[config.mk]
export PLATFORM = sky130hd
export DESIGN_NAME = itch_msg_parser_flat
export DESIGN_NICKNAME = d
export VERILOG_FILES = /design/src/rtl/itch_msg_parser_pkg.sv /design/src/rtl/itch_msg_parser_if.sv /design/src/rtl/itch_msg_parser.sv /design/src/flat_wrapper.sv
export SDC_FILE = /design/constraint.sdc
export NUM_CORES = 1
export LEC_CHECK = 0
export CAP_MARGIN = 25
export CORE_ASPECT_RATIO = 0.9
export CORE_MARGIN = 2
export CORE_UTILIZATION = 50
export DETAILED_ROUTE_END_ITERATION = 7
export PLACE_DENSITY = 0.81
export REMOVE_ABC_BUFFERS = 1
export SLEW_MARGIN = 20
export SYNTH_ARGS = -nofsm -noshare
export SYNTH_HDL_FRONTEND = slang
export SYNTH_SLANG_ARGS = --single-unit
[constraint.sdc]
create_clock -name clkIn -period 4.65 [get_ports clkIn]
set_clock_uncertainty 0.1 [all_clocks]
set_input_delay 0.6975 -clock clkIn [delete_from_list [all_inputs] [get_ports clkIn]]
set_output_delay 0.6975 -clock clkIn [all_outputs]
set_load 0.005 [all_outputs]
[src/rtl/itch_msg_parser_pkg.sv]
// ITCH 5.0 message type codes, required lengths, field offsets and parser state types.
package itch_msg_parser_pkg;

  localparam logic [7:0] ITCH_ADD      = 8'h41;
  localparam logic [7:0] ITCH_ADD_MPID = 8'h46;
  localparam logic [7:0] ITCH_EXEC     = 8'h45;
  localparam logic [7:0] ITCH_DEL      = 8'h44;
  localparam logic [7:0] SIDE_BUY      = 8'h42;

  localparam logic [15:0] LEN_ADD      = 16'd36;
  localparam logic [15:0] LEN_ADD_MPID = 16'd40;
  localparam logic [15:0] LEN_EXEC     = 16'd31;
  localparam logic [15:0] LEN_DEL      = 16'd19;

  // Offsets are body byte indices, byte 0 being the message type.
  localparam logic [15:0] OFF_LOCATE_FIRST     = 16'd1;
  localparam logic [15:0] OFF_LOCATE_LAST      = 16'd2;
  localparam logic [15:0] OFF_REF_FIRST        = 16'd11;
  localparam logic [15:0] OFF_REF_LAST         = 16'd18;
  localparam logic [15:0] OFF_SIDE             = 16'd19;
  localparam logic [15:0] OFF_ADD_SHARES_FIRST = 16'd20;
  localparam logic [15:0] OFF_ADD_SHARES_LAST  = 16'd23;
  localparam logic [15:0] OFF_PRICE_FIRST      = 16'd32;
  localparam logic [15:0] OFF_PRICE_LAST       = 16'd35;
  localparam logic [15:0] OFF_EXEC_SHARES_FIRST = 16'd19;
  localparam logic [15:0] OFF_EXEC_SHARES_LAST  = 16'd22;

  typedef enum logic [1:0] {LEN_HI, LEN_LO, BODY, SKIP} parse_state_t;
  typedef enum logic [1:0] {DONE_NONE, DONE_ADD, DONE_EXEC, DONE_DEL} done_kind_t;

  function automatic logic is_add(input logic [7:0] t);
    return (t == ITCH_ADD) || (t == ITCH_ADD_MPID);
  endfunction

  function automatic logic is_supported(input logic [7:0] t);
    return is_add(t) || (t == ITCH_EXEC) || (t == ITCH_DEL);
  endfunction

  // Zero for unsupported types so they never count as too short.
  function automatic logic [15:0] req_len(input logic [7:0] t);
    case (t)
      ITCH_ADD:      return LEN_ADD;
      ITCH_ADD_MPID: return LEN_ADD_MPID;
      ITCH_EXEC:     return LEN_EXEC;
      ITCH_DEL:      return LEN_DEL;
      default:       return 16'd0;
    endcase
  endfunction

  function automatic done_kind_t kind_of(input logic [7:0] t);
    if (is_add(t)) return DONE_ADD;
    if (t == ITCH_EXEC) return DONE_EXEC;
    if (t == ITCH_DEL) return DONE_DEL;
    return DONE_NONE;
  endfunction

  function automatic logic in_range(input logic [15:0] idx, input logic [15:0] lo,
                                    input logic [15:0] hi);
    return (idx >= lo) && (idx <= hi);
  endfunction

endpackage

[src/rtl/itch_msg_parser_if.sv]
// Byte-stream input and decoded-message output bundle; master = feeder/consumer, slave = parser.
interface itch_msg_parser_if #(
  parameter int CNT_WIDTH  = 32,
  parameter int DROP_WIDTH = 16
);
  logic [7:0]            dataIn;
  logic                  dataValidIn;
  logic                  lastIn;
  logic                  addValidOut;
  logic                  delValidOut;
  logic                  execValidOut;
  logic [63:0]           refNumOut;
  logic [15:0]           locateOut;
  logic [31:0]           priceOut;
  logic [31:0]           sharesOut;
  logic                  buySellOut;
  logic [CNT_WIDTH-1:0]  msgCountOut;
  logic [DROP_WIDTH-1:0] dropCountOut;

  modport master (
    output dataIn, dataValidIn, lastIn,
    input  addValidOut, delValidOut, execValidOut, refNumOut, locateOut, priceOut,
           sharesOut, buySellOut, msgCountOut, dropCountOut
  );

  modport slave (
    input  dataIn, dataValidIn, lastIn,
    output addValidOut, delValidOut, execValidOut, refNumOut, locateOut, priceOut,
           sharesOut, buySellOut, msgCountOut, dropCountOut
  );
endinterface

[src/rtl/itch_msg_parser.sv]
// Length-prefixed ITCH 5.0 decoder for A/F/E/D; outputs register two edges after the final byte is
// sampled. No backpressure: one byte per valid cycle, back-to-back messages without bubbles.
module itch_msg_parser
  import itch_msg_parser_pkg::*;
#(
  parameter int CNT_WIDTH  = 32,
  parameter int DROP_WIDTH = 16
) (
  input logic              clkIn,
  input logic              rstIn,
  itch_msg_parser_if.slave bus
);

  parse_state_t state, state_nxt;
  logic [7:0]   len_hi, len_hi_nxt;
  logic [15:0]  len, len_nxt;
  logic [15:0]  idx, idx_nxt;
  logic [7:0]   cap_type, type_nxt;
  logic [15:0]  cap_locate, locate_nxt;
  logic [63:0]  cap_ref, ref_nxt;
  logic         cap_side, side_nxt;
  logic [31:0]  cap_shares, shares_nxt;
  logic [31:0]  cap_price, price_nxt;
  done_kind_t   done_q, done_nxt;
  logic         drop_inc;
  logic         last_body;
  logic [7:0]   cur_type;

  logic                  add_valid, del_valid, exec_valid, buy_sell;
  logic [63:0]           ref_num;
  logic [15:0]           locate;
  logic [31:0]           price, shares;
  logic [CNT_WIDTH-1:0]  msg_count;
  logic [DROP_WIDTH-1:0] drop_count;

  always_ff @(posedge clkIn or negedge rstIn) begin
    if (!rstIn) begin
      state      <= LEN_HI;
      len_hi     <= '0;
      len        <= '0;
      idx        <= '0;
      cap_type   <= '0;
      cap_locate <= '0;
      cap_ref    <= '0;
      cap_side   <= 1'b0;
      cap_shares <= '0;
      cap_price  <= '0;
      done_q     <= DONE_NONE;
    end else begin
      state      <= state_nxt;
      len_hi     <= len_hi_nxt;
      len        <= len_nxt;
      idx        <= idx_nxt;
      cap_type   <= type_nxt;
      cap_locate <= locate_nxt;
      cap_ref    <= ref_nxt;
      cap_side   <= side_nxt;
      cap_shares <= shares_nxt;
      cap_price  <= price_nxt;
      done_q     <= done_nxt;
    end
  end

  always_comb begin
    state_nxt  = state;
    len_hi_nxt = len_hi;
    len_nxt    = len;
    idx_nxt    = idx;
    type_nxt   = cap_type;
    locate_nxt = cap_locate;
    ref_nxt    = cap_ref;
    side_nxt   = cap_side;
    shares_nxt = cap_shares;
    price_nxt  = cap_price;
    done_nxt   = DONE_NONE;
    drop_inc   = 1'b0;
    last_body  = (idx == len - 16'd1);
    cur_type   = (idx == 16'd0) ? bus.dataIn : cap_type;

    if (bus.dataValidIn) begin
      unique case (state)
        LEN_HI: begin
          len_hi_nxt = bus.dataIn;
          if (bus.lastIn) drop_inc = 1'b1;
          else            state_nxt = LEN_LO;
        end
        LEN_LO: begin
          len_nxt    = {len_hi, bus.dataIn};
          idx_nxt    = '0;
          type_nxt   = '0;
          locate_nxt = '0;
          ref_nxt    = '0;
          side_nxt   = 1'b0;
          shares_nxt = '0;
          price_nxt  = '0;
          if ({len_hi, bus.dataIn} == 16'd0) begin
            state_nxt = LEN_HI;
          end else if (bus.lastIn) begin
            drop_inc  = 1'b1;
            state_nxt = LEN_HI;
          end else begin
            state_nxt = BODY;
          end
        end
        BODY, SKIP: begin
          idx_nxt = idx + 16'd1;
          if (state == BODY) begin
            if (idx == 16'd0) type_nxt = bus.dataIn;
            if (in_range(idx, OFF_LOCATE_FIRST, OFF_LOCATE_LAST))
              locate_nxt = {cap_locate[7:0], bus.dataIn};
            if (in_range(idx, OFF_REF_FIRST, OFF_REF_LAST))
              ref_nxt = {cap_ref[55:0], bus.dataIn};
            if (is_add(cur_type)) begin
              if (idx == OFF_SIDE) side_nxt = (bus.dataIn == SIDE_BUY);
              if (in_range(idx, OFF_ADD_SHARES_FIRST, OFF_ADD_SHARES_LAST))
                shares_nxt = {cap_shares[23:0], bus.dataIn};
              if (in_range(idx, OFF_PRICE_FIRST, OFF_PRICE_LAST))
                price_nxt = {cap_price[23:0], bus.dataIn};
            end else if (cur_type == ITCH_EXEC &&
                         in_range(idx, OFF_EXEC_SHARES_FIRST, OFF_EXEC_SHARES_LAST)) begin
              shares_nxt = {cap_shares[23:0], bus.dataIn};
            end
          end

          if (last_body) begin
            state_nxt = LEN_HI;
            if (state == BODY) begin
              if (len < req_len(cur_type)) drop_inc = 1'b1;
              else                         done_nxt = kind_of(cur_type);
            end
          end else if (bus.lastIn) begin
            drop_inc  = 1'b1;
            state_nxt = LEN_HI;
          end else if (state == BODY && idx == 16'd0 && !is_supported(bus.dataIn)) begin
            state_nxt = SKIP;
          end
        end
        default: state_nxt = LEN_HI;
      endcase
    end
  end

  // Captures stay intact for one edge after completion (next LEN_HI never touches them).
  always_ff @(posedge clkIn or negedge rstIn) begin
    if (!rstIn) begin
      add_valid  <= 1'b0;
      del_valid  <= 1'b0;
      exec_valid <= 1'b0;
      ref_num    <= '0;
      locate     <= '0;
      price      <= '0;
      shares     <= '0;
      buy_sell   <= 1'b0;
      msg_count  <= '0;
      drop_count <= '0;
    end else begin
      add_valid  <= (done_q == DONE_ADD);
      del_valid  <= (done_q == DONE_DEL);
      exec_valid <= (done_q == DONE_EXEC);
      if (done_q != DONE_NONE) begin
        ref_num   <= cap_ref;
        locate    <= cap_locate;
        price     <= (done_q == DONE_ADD) ? cap_price : 32'd0;
        shares    <= (done_q == DONE_DEL) ? 32'd0 : cap_shares;
        buy_sell  <= (done_q == DONE_ADD) ? cap_side : 1'b0;
        msg_count <= msg_count + 1'b1;
      end
      if (drop_inc && (drop_count != {DROP_WIDTH{1'b1}}))
        drop_count <= drop_count + 1'b1;
    end
  end

  assign bus.addValidOut  = add_valid;
  assign bus.delValidOut  = del_valid;
  assign bus.execValidOut = exec_valid;
  assign bus.refNumOut    = ref_num;
  assign bus.locateOut    = locate;
  assign bus.priceOut     = price;
  assign bus.sharesOut    = shares;
  assign bus.buySellOut   = buy_sell;
  assign bus.msgCountOut  = msg_count;
  assign bus.dropCountOut = drop_count;

endmodule

[src/flat_wrapper.sv]
// flat-port wrapper written by rule: the top's interface ports become plain ports
module itch_msg_parser_flat import itch_msg_parser_pkg::*;
#(
  parameter int CNT_WIDTH  = 32,
  parameter int DROP_WIDTH = 16
)
  (clkIn, rstIn, bus_dataIn, bus_dataValidIn, bus_lastIn, bus_addValidOut, bus_delValidOut, bus_execValidOut, bus_refNumOut, bus_locateOut, bus_priceOut, bus_sharesOut, bus_buySellOut, bus_msgCountOut, bus_dropCountOut);
  itch_msg_parser_if #(.CNT_WIDTH(CNT_WIDTH), .DROP_WIDTH(DROP_WIDTH)) bus_i ();
  input logic clkIn;
  input logic rstIn;
  input wire logic [$bits(bus_i.dataIn)-1:0] bus_dataIn;
  input wire logic [$bits(bus_i.dataValidIn)-1:0] bus_dataValidIn;
  input wire logic [$bits(bus_i.lastIn)-1:0] bus_lastIn;
  output wire logic [$bits(bus_i.addValidOut)-1:0] bus_addValidOut;
  output wire logic [$bits(bus_i.delValidOut)-1:0] bus_delValidOut;
  output wire logic [$bits(bus_i.execValidOut)-1:0] bus_execValidOut;
  output wire logic [$bits(bus_i.refNumOut)-1:0] bus_refNumOut;
  output wire logic [$bits(bus_i.locateOut)-1:0] bus_locateOut;
  output wire logic [$bits(bus_i.priceOut)-1:0] bus_priceOut;
  output wire logic [$bits(bus_i.sharesOut)-1:0] bus_sharesOut;
  output wire logic [$bits(bus_i.buySellOut)-1:0] bus_buySellOut;
  output wire logic [$bits(bus_i.msgCountOut)-1:0] bus_msgCountOut;
  output wire logic [$bits(bus_i.dropCountOut)-1:0] bus_dropCountOut;
  assign bus_i.dataIn = bus_dataIn;
  assign bus_i.dataValidIn = bus_dataValidIn;
  assign bus_i.lastIn = bus_lastIn;
  assign bus_addValidOut = bus_i.addValidOut;
  assign bus_delValidOut = bus_i.delValidOut;
  assign bus_execValidOut = bus_i.execValidOut;
  assign bus_refNumOut = bus_i.refNumOut;
  assign bus_locateOut = bus_i.locateOut;
  assign bus_priceOut = bus_i.priceOut;
  assign bus_sharesOut = bus_i.sharesOut;
  assign bus_buySellOut = bus_i.buySellOut;
  assign bus_msgCountOut = bus_i.msgCountOut;
  assign bus_dropCountOut = bus_i.dropCountOut;
  itch_msg_parser #(.CNT_WIDTH(CNT_WIDTH), .DROP_WIDTH(DROP_WIDTH)) u_core (.clkIn(clkIn), .rstIn(rstIn), .bus(bus_i));
endmodule
Word-level counts from Yosys, hierarchy flattened

Cells that the tools add are included.

Order comparisons: 11
Add/sub/neg operators: 4
Multiplexer cells: 77
Reduce and logical (&&, ||, !) cells: 30
Equality and inequality tests: 28

Operators with widths:

| operator                | number |
|---|---|
| $mux W32                | 9 |
| $mux W64                | 2 |
| $pmux W32 S2            | 2 |
| $pmux W64 S2            | 1 |
| $mux W16                | 6 |
| $eq A8 B7 Y1 const B    | 9 |
| $pmux W16 S2            | 2 |
| $le A16 B5 Y1 const B   | 3 |
| $mux W2                 | 17 |
| $add A16 B1 Y16 const B | 2 |
| $add A32 B1 Y32 const B | 1 |
| $ge A16 B5 Y1 const B   | 2 |
| $logic_not A16 Y1       | 2 |
| $mux W1                 | 31 |
| $pmux W6 S4             | 1 |
| $eq A16 B16 Y1          | 1 |
| $eq A16 B5 Y1 const B   | 1 |
| $ge A16 B1 Y1 const B   | 1 |
| $ge A16 B4 Y1 const B   | 1 |
| $ge A16 B6 Y1 const B   | 1 |
| $le A16 B2 Y1 const B   | 1 |
| $le A16 B6 Y1 const B   | 1 |
| $lt A16 B16 Y1          | 1 |
| $mux W8                 | 2 |
| other kinds (23)        | 50 |

Input bits: 12
Output and inout bits: 196
Register bits after elaboration: 393
Logic and storage cells: 171

Depth between registers and ports, before layout

Gate-level depths: netlist of run 1.

Depth after elaboration: 35
Mapped depth: 18
Mapped depth without buffers: 17

Least setup slack after synthesis of run 1

Ideal clock, no wire load.

Path type: register to register
Start point: register u_core.idx[1]
End point: register u_core.drop_count[14] (netlist: u_core.bus.dropCountOut[14])
Arrival time: 3954 ps
Setup time: 125 ps
Slack: 471 ps
Period minus slack after synthesis: 4179 ps
Cell stages (with the launch flop): 16
Data required time: 4425 ps
Path buffers: 0
Path through: dfrtp_1 > inv_1 > ha_1 > or4b_1 > nor4_4 > nor3b_1 > a31o_2 > o21ai_0 > ha_1 > a2111o_1 > o221ai_1 > nand4_1 > mux2i_1 > nor2_1 > nor4b_1 > mux2_2

Longest elaborated chain between the ends: 15
Elaborated cells on any way between the ends: 19
Those cells by class: order compare: 1; eq/ne: 5; mux: 11; reduce/logical: 2

RTL lines:

| item                   | RTL line                  | RTL |
|---|---|---|
| from (decl)            | itch_msg_parser.sv:17     | `logic [15:0] idx, idx_nxt;` |
| from (signal assigned) | itch_msg_parser.sv:53     | `idx <= idx_nxt;` |
| $logic_not A16 Y1      | itch_msg_parser.sv:78     | `cur_type = (idx == 16'd0) ? bus.dataIn : cap_type;` |
| $mux W8                | -                         |  |
| $eq A8 B7 Y1           | itch_msg_parser_pkg.sv:41 | `case (t)` |
| $pmux W6 S4            | itch_msg_parser_pkg.sv:41 |  |
| $mux W16               | itch_msg_parser.sv:127    | `if (state == BODY) begin` |
| $mux W16               | itch_msg_parser.sv:125    | `if (last_body) begin` |
| $mux W16               | itch_msg_parser.sv:81     | `unique case (state)` |
| $mux W16               | itch_msg_parser.sv:80     | `if (bus.dataValidIn) begin` |
| $lt A16 B16 Y1         | itch_msg_parser.sv:128    | `if (len < req_len(cur_type)) drop_inc = 1'b1;` |
| $mux W1                | itch_msg_parser.sv:128    |  |
| $mux W1                | itch_msg_parser.sv:127    |  |
| $mux W1 *              | itch_msg_parser.sv:125    |  |
| $pmux W1 S3 *          | itch_msg_parser.sv:81     |  |
| $mux W1 *              | itch_msg_parser.sv:80     |  |
| $logic_and A1 B1 Y1 *  | itch_msg_parser.sv:168    | `if (drop_inc && (drop_count != {DROP_WIDTH{1'b1}}))` |
| to (signal assigned)   | itch_msg_parser.sv:169    | `drop_count <= drop_count + 1'b1;` |
| to (decl)              | itch_msg_parser.sv:34     | `logic [DROP_WIDTH-1:0] drop_count;` |

Every way passes the cells marked *; elsewhere a longest branch is shown, timed or not. The select of a mux whose other input is x is not followed.
A chain may end at the register's enable or synchronous reset.

Final worst setup path of run 1

Same ends and word-level chain as after synthesis.

==> results of run 1 <==
==> kinds of logic after synthesis <==
logic type	synth area share
compound gates	0.0996
xor+xnor	0.0364
fa+ha+maj	0.0132
buf+inv	0.0334
flops	0.576
mux	0.100
simple gates	0.141
==> registers in the layout (all words and copies together), names as in the netlist <==
name,cells
u_core.done_q,2
u_core.bus.msgCountOut,32
u_core.len_hi,8
u_core.bus.buySellOut,1
u_core.bus.delValidOut,1
u_core.bus.priceOut,32
u_core.cap_type,8
u_core.state,2
u_core.bus.refNumOut,64
u_core.cap_ref,64
u_core.cap_shares,32
u_core.cap_price,32
u_core.bus.execValidOut,1
u_core.cap_locate,16
u_core.bus.locateOut,16
u_core.bus.dropCountOut,16
u_core.cap_side,1
u_core.idx,16
u_core.bus.addValidOut,1
u_core.bus.sharesOut,32
u_core.len,16
==> routing by layer <==
metal	vias up	wire, um	part of all wire	track usage
met1	6120	18400	0.44	0.330
met5	-	0	0	0
met3	74	2370	0.057	0.0395
li1	5793	-	-	-
met2	349	19500	0.47	0.378
met4	0	1200	0.029	0.0774
==> repair_timing <==
action | 4_1_cts | 5_1_grt
setup buffers | 0 | 3
setup endpoints to repair | 0 | 9
resized for setup | 0 | 3
==> where the power goes <==
part | switching, uW | internal (uW) | leakage [uW]
combinational | 1110 | 603 | 0.00325
clock | 1330 | 1810 | 0.000639
sequential | 361 | 3730 | 0.00542
==> cell type report <==
class / count / share of cell area
flip-flops and latches: 393 / 0.469
multi-input cells: 1048 / 0.321
repair buffers: 246 / 0.115
clock buffers: 58 / 0.0578
well taps: 462 / 0.0276
inverters: 33 / 0.00591
clock inverters: 13 / 0.00400
==> stage by stage <==
| stage | worst slack (ns) | hold WS, ns |
|---|---|---|
| floorplan | -3.04 | 0.302 |
| global placement | 0.134 | 0.356 |
| detailed placement | 0.0978 | 0.365 |
| CTS | 0.0761 | 0.197 |
| global route | 0.0182 | 0.241 |
| finish | 0.331 | 0.158 |
==> worst max-delay path: stages (launching register included) <==
cell,delay [ns]
dfrtp_1,0.37
inv_1,0.13
ha_1,0.20
or4b_1,0.52
nor4_4,0.15
buf_4,0.19
nor3b_1,0.05
a31o_2,0.24
mux2i_1,0.21
or2_4,0.19
ha_1,0.23
a211oi_1,0.20
nand3_1,0.14
nor2_1,0.12
nand4_1,0.12
mux2i_2,0.23
nor2_1,0.09
nor4b_1,0.32
mux2_2,0.37
==> layout by cell type (no fill, tap or decap), types with 5 or more instances in the layout <==
cell type	synthesis	final
a22o_1	40	40
and2_1	5	5
and3_1	16	16
buf_4	2	35
clkbuf_1	73	6
clkbuf_16	0	42
clkbuf_8	0	10
clkdlybuf4s50_1	0	206
clkinv_2	0	9
dfrtp_1	393	391
ha_1	18	18
inv_1	33	33
mux2_2	89	89
mux2i_1	71	70
nand2_1	291	291
nand2b_1	6	6
nand3_1	45	45
nand4_1	17	17
nor2_1	81	80
nor2b_1	8	7
nor3_1	17	17
nor3b_1	5	5
nor4_1	11	11
o21ai_0	155	153
o21ai_1	4	5
o21ai_2	29	29
or3_1	6	6
xnor2_1	30	30
xor2_1	41	41
==> worst max-delay path by stage <==
stage,from,endpoint,slack [ns]
finish,u_core.idx[1]$_DFFE_PN0P_,u_core.bus.dropCountOut[14]$_DFFE_PN0P_,0.33
global placement,bus_dataIn[4],u_core.bus.dropCountOut[14]$_DFFE_PN0P_,0.13
global route,u_core.idx[1]$_DFFE_PN0P_,u_core.bus.dropCountOut[14]$_DFFE_PN0P_,0.02
detailed placement,bus_dataIn[4],u_core.bus.dropCountOut[14]$_DFFE_PN0P_,0.1
floorplan,u_core.idx[0]$_DFFE_PN0P_,u_core.cap_ref[0]$_DFFE_PN0P_,-3.04
CTS,u_core.idx[1]$_DFFE_PN0P_,u_core.bus.dropCountOut[14]$_DFFE_PN0P_,0.08
==> qor.yml, run 1 <==
synth_top_area_share: 0.576
via_count: 12300
power.leakage_uw: 0.00930
grt.total_usage: 0.236
wl_per_cell_um: 18.4
multi_input_area_sq_um: 6720
start_kind: "flop"
start_util: 0.505
clk_latency_ns: 0.54
seq_area_sq_um: 9840
rsz0062_at_grt: "false"
grt.overflow.total: 0
syn-cell-area_sq_um: 17100
initialDrtViolationCount: 751
drv_slew: 0
finalSetupTns_ns: 0
synth-edff-count: 0
cts_tree: "done"
nets: 1793
pin_count: 208
die-area_sq_um: 35700
syn_avg_cell_area_sq_um: 10.9
cap_violations: 0
die_w_um: 199
yosysTopAreaCell: "dfrtp_1"
worstMarginPinSlew_ns: 0.969
hold_path_class: "in2async"
timing.rr.end: "u_core.bus.dropCountOut[14]$_DFFE_PN0P_"
grt_pass1_wl_mm: 66.2
cts_buffer_depth: 3
h-tree-depth: 2
cp_data_required_time_ns: 4.97
fin_cells: 2253
grt_antenna_before_repair: 1
hold_buffers: 0
finalCritPeriodShare: 0.929
syn_to_final_growth_pct: 22.8
clkTransAtPathRegs_ns: 0.06
dieHeight_um: 179
setup_violations: 0
arrival_ns: 4.64
ys_top_cells_by_area: "dfrtp_1 (58%), nand2_1 (6.4%), mux2_2 (5.9%)"
end_kind: "flop"
path_class: "reg2reg"
status: "complete, no violations"
routed_via_density: 5.48
postSynthRegisterBits: 393
grt_pass1_vias: 12200
r2r_slack_ns: 0.33
synthDistinctLibCells: 64
placed_cell_area_sq_um: 19600
grt_max_degree: 129
stdcell_area_sq_um: 21000
yosys_warnings: 0
max_freq_ghz: 0.232
fin_util: 0.621
max-slew-margin-rel: 0.354
rows: 64
worstPathMaxFanout: 6
drive_gt1_frac: 0.135
finalWirelength_mm: 41.5
core_area_sq_um: 33800
insertedDiodeCount: 0
p_total_uw: 8940
place_congestion: 0.906
synth_common_cells: "dfrtp_1 (393), nand2_1 (291), o21ai_0 (155), mux2_2 (89), nor2_1 (81)"
vdd.ir_drop.worst_mv: 0.276
first_pass_iters: 5
r2r_start: "u_core.idx[1]$_DFFE_PN0P_"
netlist_instances: 1569
r2r_cells: 18
yosys.cell_count.top_type: "dfrtp_1"
layout_min_cycle_time_ns: 4.32
dp_hpwl_mm: 27.2
ant_nets: 0
n_fill_cell: 2643
synth_ff_type: "dfrtp_1"
drc: 0
cts_root_buf: "clkbuf_16"
cts_buffers: 41
portBuffers: 207
cts_num_sinks: 393
ys_seq_area_frac: 0.576
dp.cells: 2179
p_per_area_nw_per_um2: 426
ys_async_sr_fraction: 1.00
report.final.hold_viol_count: 0
Note: power is estimated with default switching activity, not from simulation.
==> inputs of run 2 (changes only) <==
CTS_CLUSTER_DIAMETER = 100   (was default)
==> results of run 2 <==
Final layout, timing and power as in run 1 (identical DEF).
==> inputs of run 3 (changes only) <==
CORE_MARGIN = default   (was 2)
==> run 3 against run 2 <==
The flow now finishes with violations (hold timing). Setup slack got worse by 0.096 ns. Critical path depth decreased by 3. Sequential power about the same. Non-clock buffer count rose by 1.
==> qor.yml, run 3 (synthesis results as in run 1) <==
status: "finished with violations"
violations: "hold timing"
n_fill_cell: 2609  # -1.3%
start_util: 0.513  # +0.00802
grt_max_degree: 131  # +1.6%
cp_data_required_time_ns: 5.02  # +0.05 ns
dp_hpwl_mm: 27.2  # -0.21%
cts_num_sinks: 393  # unchanged
finalCritPeriodShare: 0.950  # +0.0207
h-tree-depth: 2  # unchanged
cts_setup_buffers: 0  # unchanged
start_kind: "flop"
arrival_ns: 4.79  # +0.15 ns
insertedDiodeCount: 0  # unchanged
path_class: "reg2reg"
finalWirelength_mm: 41.2  # -0.70%
grt.total_usage: 0.240  # +0.00377
syn_to_final_growth_pct: 23.4
layout_min_cycle_time_ns: 4.42  # +0.0964 ns
grt.overflow.total: 0  # unchanged
p_per_area_nw_per_um2: 435  # +2.0%
first_pass_iters: 5  # unchanged
r2r_start: "u_core.idx[7]$_DFFE_PN0P_"
worstPathMaxFanout: 12  # +6
hold_path_class: "in2async"
max_freq_ghz: 0.226  # -2.2%
via_count: 12400  # +0.86%
crit_chain: "or4_1, nor4b_4, nand3_1, o21ai_0, o21ai_1, ha_1, a2111o_1, o221ai_1, nand4_1, mux2i_1, buf_4, o21ai_2, buf_4, nor2_1, xor2_1"
setup_violations: 0  # unchanged
grt_antenna_before_repair: 0  # -1
grt_pass1_wl_mm: 66.1  # -0.20%
cts_resized: 0  # unchanged
fin_cells: 2247  # -0.27%
timing.rr.end: "u_core.bus.dropCountOut[4]$_DFFE_PN0P_"
cts_tree: "done"
nets: 1794  # +0.056%
r2r_slack_ns: 0.23  # -0.10 ns
end_kind: "flop"
whs_ns: -0.00453  # -0.163 ns
core_area_sq_um: 33300  # -1.6%
wl_per_cell_um: 18.3  # -0.43%
final_cell_mix: "dfrtp_1 (390), nand2_1 (291), clkdlybuf4s50_1 (206)"
cts_root_buf: "clkbuf_16"
die-area_sq_um: 34900  # -2.1%
pin_count: 208  # unchanged
worstMarginPinSlew_ns: 0.907  # -0.0617 ns
rows: 63  # -1.6%
report.final.hold_viol_count: 3  # +3
clk_latency_ns: 0.56  # +0.02 ns
placed_cell_area_sq_um: 19700  # +0.13%
routed_via_density: 5.54  # +1.1%
critical_path.max_stage_delay_ns: 0.66  # +0.14 ns
power.leakage_uw: 0.00936  # +0.60%
cts_buffers: 41  # unchanged
grt_pass1_vias: 12100  # -0.88%
die_w_um: 197  # -1.0%
ant_nets: 0  # unchanged
stdcell_area_sq_um: 21100  # +0.51%
cts_buffer_depth: 3  # unchanged
finalSetupTns_ns: 0  # unchanged
drc: 0  # unchanged
dieHeight_um: 177  # -1.1%
portBuffers: 207  # unchanged
slowest_stage: "or4_1"
dp.cells: 2175  # -0.18%
layout_commonest_cell: "dfrtp_1"
r2r_cells: 15  # -3
cap_violations: 0  # unchanged
clkTransAtPathRegs_ns: 0.06  # about the same
vdd.ir_drop.worst_mv: 0.338  # +23%
initialDrtViolationCount: 925  # +23%
crit_top_cell: "buf_4"
place_congestion: 0.900  # -0.63%
seq_area_sq_um: 9840  # about the same
multi_input_area_sq_um: 6720  # about the same
hold_buffers: 0  # unchanged
drive_gt1_frac: 0.133  # -0.00119
max-slew-margin-rel: 0.393  # +0.0389
drv_slew: 0  # unchanged
rsz0062_at_grt: "false"
==> run 3: worst max-delay path, delay by kind of cell (launching register included) <==
family	cells	cell delay, ns
xor+xnor	1	0.18
compound gates	5	1.22
simple gates	5	1.54
fa+ha+maj	1	0.31
buf+inv	2	0.34
mux	1	0.21
flops	1	0.43
==> run 3: how the worst max path moves through the flow <==
stage	start	to	cells past startpoint
2_1_floorplan	u_core.idx[0]$_DFFE_PN0P_	u_core.cap_ref[0]$_DFFE_PN0P_	6
5_1_grt	u_core.idx[7]$_DFFE_PN0P_	u_core.bus.dropCountOut[4]$_DFFE_PN0P_	15
3_5_place_dp	u_core.idx[1]$_DFFE_PN0P_	u_core.bus.dropCountOut[4]$_DFFE_PN0P_	18
3_3_place_gp	u_core.idx[1]$_DFFE_PN0P_	u_core.bus.dropCountOut[14]$_DFFE_PN0P_	16
6_report	u_core.idx[7]$_DFFE_PN0P_	u_core.bus.dropCountOut[4]$_DFFE_PN0P_	15
4_1_cts	u_core.idx[1]$_DFFE_PN0P_	u_core.bus.dropCountOut[9]$_DFFE_PN0P_	17
==> run 3: final cells by class <==
class                           count  share of cell area
Sequential cell                   393               0.467
Multi-Input combinational cell   1048               0.319
Timing Repair Buffer              247               0.116
Clock buffer                       58              0.0546
Tap cell                          455              0.0270
Clock inverter                     13              0.0103
Inverter                           33             0.00588
==> run 3: through the flow <==
stage	total power [uW]	utilization	worst slack [ns]	hold slack, ns
final	9170	0.634	0.234	-0.00453
after global routing	9610	0.634	0.00785	0.0244
after CTS	9210	0.632	0.0939	0.208
after detailed placement	5870	0.591	0.0892	0.366
after global placement	5820	0.591	0.194	0.356
after floorplan	5120	-	-3.04	0.302
==> run 3: metal layers <==
layer  vias to the layer above  track usage  part of all wire
li1                       5806            -                 -
met1                      6220        0.335              0.45
met2                       336        0.378              0.47
met3                        80       0.0469             0.057
met4                         0       0.0772             0.030
met5                         -            0                 0
==> run 3: power breakdown <==
group / total [uW] / internal [uW] / switching [uW]
registers: 4110 / 3730 / 378
clock network: 3320 / 1960 / 1360
logic: 1740 / 625 / 1120
==> patch (settings of run 3) <==
One comparison of `idx` changes from == to >=.
--- a/src/rtl/itch_msg_parser.sv
+++ b/src/rtl/itch_msg_parser.sv
@@ -111,7 +111,7 @@
             if (in_range(idx, OFF_REF_FIRST, OFF_REF_LAST))
               ref_nxt = {cap_ref[55:0], bus.dataIn};
             if (is_add(cur_type)) begin
-              if (idx == OFF_SIDE) side_nxt = (bus.dataIn == SIDE_BUY);
+              if (idx >= OFF_SIDE) side_nxt = (bus.dataIn == SIDE_BUY);
               if (in_range(idx, OFF_ADD_SHARES_FIRST, OFF_ADD_SHARES_LAST))
                 shares_nxt = {cap_shares[23:0], bus.dataIn};
               if (in_range(idx, OFF_PRICE_FIRST, OFF_PRICE_LAST))
Behaviour: no difference found for any inputs over 4 cycles, from zero or initial values and one cycle with rstIn low; that may be too few to reach the edited logic, so the function may still have changed.
==> patch against run 3 <==
- design area grew 0.13%
- worst setup slack got worse by 0.044 ns
- fmax is 1.0% lower
- die area fell by 0.62%
- synthesized area down 0.63%
- sequential share of layout area down 0.067 points
- sequential cell count stayed put
- worst hold slack improved by 0.17 ns
- power is 2.5% higher
- critical path depth increased by 2
- wire length shrank 3.3%
==> patch: results <==
<?xml version="1.0" encoding="UTF-8"?>
<metrics>
  <group name="layout">
    <metric name="nNetsFinal" unit="">1757</metric>
    <metric name="share_of_the_final_layout_cell_area_in_multi_input_gates" unit="%">31.8</metric>
    <metric name="comb.multi_input.count" unit="">1019</metric>
    <metric name="nonClkBufAreaFrac" unit="%">11.6</metric>
    <metric name="nNonClkInverters" unit="">25</metric>
    <metric name="clockBufferCount" unit="">59</metric>
    <metric name="area_share_clock_buf_inv" unit="%">6.87</metric>
    <metric name="final.signal_buffer_count" unit="">248</metric>
    <metric name="final_layout_size_suffix_gt1_share" unit="%">13.9</metric>
  </group>
  <group name="sta">
    <metric name="period_share" unit="%">95.9</metric>
    <metric name="slew_headroom" unit="%">33.1</metric>
    <metric name="worst_hold_slack" unit="ns">0.166</metric>
  </group>
  <group name="synth">
    <metric name="synth_sequential_area_ratio" unit="%">57.9</metric>
    <metric name="ys_top_cells_by_count" unit="">sky130_fd_sc_hd__dfrtp_1 (393), sky130_fd_sc_hd__nand2_1 (283), sky130_fd_sc_hd__o21ai_0 (153)</metric>
    <metric name="yosysUniqueCellTypes" unit="">71</metric>
    <metric name="share_of_synthesized_cell_area_in_full_adder_half_adder_and_majority_cells" unit="%">1.25</metric>
  </group>
  <group name="status">
    <metric name="outcome" unit="">finished clean</metric>
  </group>
  <group name="critical_path">
    <metric name="cp_slowest_cell" unit="">sky130_fd_sc_hd__dfrtp_1</metric>
    <metric name="worst-r2r-cell-count" unit="">17</metric>
    <metric name="maximum_fanout_count_along_the_critical_path" unit="">15</metric>
    <metric name="critical_path.reg2reg.startpoint" unit="">u_core.idx[12]</metric>
  </group>
  <group name="placed_design">
    <metric name="dp_cells" unit="">2139</metric>
    <metric name="dpl_cell_area" unit="mm^2">0.0196</metric>
    <metric name="gp_congestion" unit="">0.895</metric>
  </group>
  <group name="clock_tree">
    <metric name="clk_latency_worst_skew_pair" unit="ns">0.53</metric>
  </group>
  <group name="drt">
    <metric name="drt_first_iter_violations" unit="">746</metric>
    <metric name="metal3_wl" unit="mm">1.86</metric>
    <metric name="met2_wirelength_from_detailed_routing" unit="mm">18.6</metric>
    <metric name="detailroute.via_count" unit="">12101</metric>
  </group>
  <group name="grt">
    <metric name="grt_pass1_wl" unit="mm">64.7</metric>
  </group>
  <group name="power_and_ir_drop">
    <metric name="power_switching" unit="mW">2.89</metric>
    <metric name="combPwrFrac" unit="%">19.5</metric>
  </group>
</metrics>
-- patch: cell types whose count changed in the layout (fill, tap and decap cells not counted), moves of 6 or more --
cell,before,now
sky130_fd_sc_hd__o21ai_2,29,1
sky130_fd_sc_hd__xnor2_1,30,52
sky130_fd_sc_hd__mux2_2,89,106
sky130_fd_sc_hd__xor2_1,41,26
sky130_fd_sc_hd__a22o_1,40,29
sky130_fd_sc_hd__nand3_1,45,34
sky130_fd_sc_hd__nand2_1,291,283
sky130_fd_sc_hd__nor2_1,80,72
sky130_fd_sc_hd__o2bb2ai_1,0,8
sky130_fd_sc_hd__a21oi_1,4,11
sky130_fd_sc_hd__inv_1,32,25
sky130_fd_sc_hd__o31ai_1,2,9
sky130_fd_sc_hd__nor4b_1,1,7
-- patch: power by group through the flow --
stage                     clock, mW  sequential (mW)  combinational, mW
after CTS                      3.55             4.08               1.84
after detailed placement          0             4.14               1.83
after global routing           3.67             4.12               2.04
after floorplan                   0             4.00               1.13
final                          3.48             4.09               1.83
after global placement            0             4.12               1.76
